===== config.mk =====
export PLATFORM = sky130hd
export DESIGN_NAME = door_lock_ctrl
export DESIGN_NICKNAME = d
export VERILOG_FILES = /design/src/rtl/door_lock_pkg.sv /design/src/rtl/door_lock_ctrl_press_debounce.sv /design/src/rtl/door_lock_ctrl.sv
export SDC_FILE = /design/constraint.sdc
export NUM_CORES = 1
export LEC_CHECK = 0
export CORE_MARGIN = 5
export CORE_UTILIZATION = 54
export DETAILED_ROUTE_END_ITERATION = 6
export DONT_BUFFER_PORTS = 1
export PLACE_DENSITY_LB_ADDON = 0.05
export SLEW_MARGIN = 20
export SYNTH_ARGS = -nofsm -noshare
export SYNTH_HDL_FRONTEND = slang
export SYNTH_SLANG_ARGS = --single-unit

===== constraint.sdc =====
create_clock -name CLK -period 2.4 [get_ports CLK]
set_input_delay 0.12 -clock CLK [delete_from_list [all_inputs] [get_ports CLK]]
set_output_delay 0.12 -clock CLK [all_outputs]
set_load 0.1 [all_outputs]

===== src/rtl/door_lock_pkg.sv =====
// Shared definitions for the motorised door lock: state encodings and a
// helper used to validate counter width against the timing parameters.
package door_lock_pkg;

    localparam logic [1:0] ST_LOCKED    = 2'd0;
    localparam logic [1:0] ST_UNLOCKING = 2'd1;
    localparam logic [1:0] ST_UNLOCKED  = 2'd2;
    localparam logic [1:0] ST_LOCKING   = 2'd3;

    function automatic int unsigned max3(input int unsigned a,
                                         input int unsigned b,
                                         input int unsigned c);
        int unsigned m;
        m = (a > b) ? a : b;
        return (m > c) ? m : c;
    endfunction

endpackage


===== src/rtl/door_lock_ctrl_press_debounce.sv =====
// Push-button conditioner: registers the raw level, counts consecutive high
// samples and emits a single press event per physical press.
module press_debounce
    import door_lock_pkg::*;
#(
    parameter int unsigned DEB_CYCLES = 2,
    parameter int unsigned CNT_W      = 8
) (
    input  logic CLK,
    input  logic RST,
    input  logic PRESS,
    output logic press_evt
);

    localparam logic [CNT_W-1:0] DEB_MAX = CNT_W'(DEB_CYCLES);

    logic             p_s;
    logic [CNT_W-1:0] deb_cnt;
    logic             arm;

    // Counter saturates at the threshold so a held button cannot wrap around
    // and re-trigger; arm only returns once the button is seen released.
    always_ff @(posedge CLK) begin
        if (!RST) begin
            p_s     <= 1'b0;
            deb_cnt <= '0;
            arm     <= 1'b1;
        end else begin
            p_s <= PRESS;
            if (!p_s) begin
                deb_cnt <= '0;
                arm     <= 1'b1;
            end else begin
                if (deb_cnt != DEB_MAX)
                    deb_cnt <= deb_cnt + 1'b1;
                if (press_evt)
                    arm <= 1'b0;
            end
        end
    end

    assign press_evt = arm && (deb_cnt == DEB_MAX);

endmodule


===== src/rtl/door_lock_ctrl.sv =====
// Single-button motorised door lock: timed lock/unlock drive with optional
// auto-relock after a fixed dwell in the unlocked state.
module door_lock_ctrl
    import door_lock_pkg::*;
#(
    parameter int unsigned DEB_CYCLES    = 2,
    parameter int unsigned RUN_CYCLES    = 4,
    parameter int unsigned RELOCK_CYCLES = 6,
    parameter int unsigned CNT_W         = 8
) (
    input  logic CLK,
    input  logic RST,
    input  logic PRESS,
    output logic M_CW,
    output logic M_ACW,
    output logic LOCKED,
    output logic BUSY
);

    if ((max3(DEB_CYCLES, RUN_CYCLES, RELOCK_CYCLES) >> CNT_W) != 0) begin : g_cnt_w_check
        $error("door_lock_ctrl: CNT_W too small for timing parameters");
    end
    if (DEB_CYCLES == 0 || RUN_CYCLES == 0) begin : g_min_check
        $error("door_lock_ctrl: DEB_CYCLES and RUN_CYCLES must be >= 1");
    end

    localparam logic [CNT_W-1:0] RUN_LAST    = CNT_W'(RUN_CYCLES - 1);
    localparam logic [CNT_W-1:0] RELOCK_LAST =
        CNT_W'((RELOCK_CYCLES == 0) ? 0 : RELOCK_CYCLES - 1);

    logic             press_evt;
    logic [1:0]       state;
    logic [CNT_W-1:0] run_cnt;
    logic [CNT_W-1:0] relock_cnt;
    logic             relock_exp;

    press_debounce #(
        .DEB_CYCLES (DEB_CYCLES),
        .CNT_W      (CNT_W)
    ) u_press_debounce (
        .CLK       (CLK),
        .RST       (RST),
        .PRESS     (PRESS),
        .press_evt (press_evt)
    );

    assign relock_exp = (state == ST_UNLOCKED) && (RELOCK_CYCLES != 0) &&
                        (relock_cnt == RELOCK_LAST);

    // Press events in the motion states fall through the case untouched,
    // which is what discards them instead of queuing them.
    always_ff @(posedge CLK) begin
        if (!RST) begin
            state      <= ST_LOCKED;
            run_cnt    <= '0;
            relock_cnt <= '0;
        end else begin
            case (state)
                ST_LOCKED: begin
                    if (press_evt) begin
                        state   <= ST_UNLOCKING;
                        run_cnt <= '0;
                    end
                end
                ST_UNLOCKING: begin
                    if (run_cnt == RUN_LAST) begin
                        state      <= ST_UNLOCKED;
                        relock_cnt <= '0;
                    end else begin
                        run_cnt <= run_cnt + 1'b1;
                    end
                end
                ST_UNLOCKED: begin
                    if (press_evt || relock_exp) begin
                        state   <= ST_LOCKING;
                        run_cnt <= '0;
                    end else if (RELOCK_CYCLES != 0) begin
                        relock_cnt <= relock_cnt + 1'b1;
                    end
                end
                ST_LOCKING: begin
                    if (run_cnt == RUN_LAST)
                        state <= ST_LOCKED;
                    else
                        run_cnt <= run_cnt + 1'b1;
                end
                default: state <= ST_LOCKED;
            endcase
        end
    end

    assign M_ACW  = (state == ST_UNLOCKING);
    assign M_CW   = (state == ST_LOCKING);
    assign BUSY   = M_CW | M_ACW;
    assign LOCKED = (state == ST_LOCKED);

endmodule

==> flow_summary.json <==
{
  "clk_pin_slew_ps": 160,
  "cp_cell_sequence": "ha_1 > or4b_1 > o31a_1 > o21a_1 > or3_1 > a21boi_1",
  "cts_resized": 0,
  "grt_max_degree": 32,
  "hpwl_mm": 2.18,
  "synth_nets": 192,
  "criticalPathCategory": "flip-flop to flip-flop",
  "clkSinkCount": 28,
  "core_mm2": 0.00269,
  "ys_async_sr_fraction": 0,
  "syn_to_final_growth_pct": 10.5,
  "hold_ws_ps": 39.4,
  "drtAntennaViolNets": 0,
  "layout.nets": 201,
  "syn_area_mm2": 0.00148,
  "synthCells": 179,
  "num_io_pins": 7,
  "synthDistinctLibCells": 39,
  "synth_top_area_share": 0.378,
  "period_share": 0.929,
  "die_w_um": 62.4,
  "hp-class": "input pin to flip-flop",
  "ys_ff_latch": 28,
  "clockBufferDepth": 2,
  "worstPathArrival_ps": 2510,
  "max_slew_margin": 0.307,
  "crit_slowest_cell": "or4b_1",
  "finalSetupViolCount": 0,
  "cts_tree": "yes",
  "port_buffers": 0,
  "hp-start": "RST",
  "drc_errors": 0,
  "grt_setup_unrepaired": "false",
  "root_buffer": "clkbuf_4",
  "postSynthAreaPerCell_um2": 8.29,
  "drt_iter0_drc": 94,
  "die-height_um": 62.4,
  "vias_per_cell": 5.97,
  "grt_use_total": 0.166,
  "layout-drive-gt1-share": 0.102,
  "rows": 19,
  "drt_pre_antenna_iters": 4,
  "drv_slew": 0,
  "timing.final.hold_violations": 0,
  "fin_cells": 218,
  "layout_min_cycle_time_ps": 2230,
  "layout_setup_ws_ps": 171,
  "wl_per_cell_um": 14.3,
  "fp.dieArea_mm2": 0.00390,
  "p_per_area_mw_per_mm2": 657,
  "maxCapViolCount": 0,
  "num_antenna_cells": 0,
  "netlist_top_cells_count": "dfxtp_1 (28), nor2_1 (18), nand2_1 (16)",
  "synth-seq-area-share": 0.378,
  "start_util": 0.552,
  "wl_mm": 3.12,
  "vias": 1301,
  "synth_warnings": 0,
  "status": "completed",
  "rr_startpoint": "relock_cnt[0]",
  "peakVddDrop_mv": 0.392,
  "finClkSkew_ps": 5.70,
  "grt_pass1_wl_mm": 5.46,
  "worstMarginPinSlew_ps": 1040,
  "post-place-cells": 212,
  "critPathCaptureType": "flip-flop",
  "fillers": 251,
  "antenna_found_initial": 0,
  "insertion_delay_ps": 340,
  "grt_pass1_vias": 1257,
  "cts_hold_buffers": 2,
  "gp_congestion": 0.827,
  "synth_most_common_cell": "dfxtp_1",
  "synth_top_area_cell": "dfxtp_1",
  "synth_top_cells_by_area": "dfxtp_1 (38%), ha_1 (8.4%), nand3_1 (4.7%)",
  "synth_flop_cell": "dfxtp_1",
  "fmax_mhz": 449,
  "cts_buffers": 3,
  "leakagePower_uw": 0.000602,
  "setup.worst_path.start_class": "flip-flop",
  "pre_cts_slack_ps": 208,
  "cp.required_ps": 2680,
  "critPathMaxStageDelay_ps": 490,
  "grt_overflow": 0,
  "regArea_um2": 561,
  "post-cts-setup-buffers": 0,
  "multi_input_area_um2": 886,
  "final.setup.tns_ps": 0,
  "crit_path_start": "relock_cnt[0]",
  "synth_edf_count": 0,
  "crit_path_max_fanout": 7,
  "h-tree-depth": 1
}
==> worst paths after layout <==
check | slack, ps | end | cells past startpoint
setup reg to reg | 170 | run_cnt[7] | 6
hold / removal | 40 | relock_cnt[7] | 2
setup / recovery | 170 | run_cnt[7] | 6
hold reg to reg | 480 | u_press_debounce.arm | 1
==> state kept, by name (all words and copies together), names as in the netlist <==
register / count
state: 2
relock_cnt: 8
u_press_debounce.deb_cnt: 8
u_press_debounce.arm: 1
run_cnt: 8
u_press_debounce.p_s: 1
==> routing by layer <==
metal  routed length, um  global-route usage  up-vias
met5                   0                   0        -
met4                  61              0.0769        0
met3                  97              0.0342        8
met2                1500               0.264       27
met1                1460               0.213      606
li1                    -                   -      660
==> cell type report <==
| cell class | instances | share of cell area |
|---|---|---|
| clock buffers | 3 | 0.0137 |
| clock inverters | 1 | 0.0183 |
| inverters | 7 | 0.0183 |
| multi-input cells | 139 | 0.540 |
| flip-flops and latches | 28 | 0.342 |
| well taps | 31 | 0.0236 |
| repair buffers | 9 | 0.0442 |
==> critical path: cells and delay by family (launching register included) <==
family                     cells  cell delay [ps]
and+or+nand+nor                2              860
DFF                            1              430
AOI/OAI and AO/OA              3              720
adders and majority gates      1              180
==> cells in the final DEF, fill, tap and decap left out, drive strengths merged, types with 5 or more instances in the layout <==
master | netlist | layout
dfxtp | 28 | 28
nor2 | 18 | 18
nand2 | 16 | 16
nand3 | 14 | 14
o21ai | 14 | 14
ha | 10 | 10
and3 | 7 | 7
buf | 0 | 7
inv | 7 | 6
a21oi | 6 | 6
nor3 | 5 | 5
xnor2 | 5 | 5
==> logic make-up (layout without fill, tap and decap cells) <==
kind of cell,count (synthesis),in the layout,synth area share
xor+xnor,7,7,0.0413
buf+inv,12,20,0.0304
mux,2,2,0.0135
simple gates,79,79,0.272
flops,28,28,0.378
fa+ha+maj,10,10,0.0843
compound gates,41,41,0.180
==> per-stage QoR <==
step           power (uW)  area (um2)  utilization
2_1_floorplan         707        1500            -
3_3_place_gp          751        1570        0.584
3_5_place_dp          756        1570        0.584
4_1_cts              1080        1640        0.611
5_1_grt              1130        1640        0.611
6_report             1080        1640        0.611
==> report_power, final <==
group / internal, uW / leakage (uW) / switching [uW]
Clock: 169 / 0.0000279 / 150
Combinational: 76.2 / 0.000348 / 202
Sequential: 473 / 0.000226 / 8.15
(Power assumes the default switching activity.)
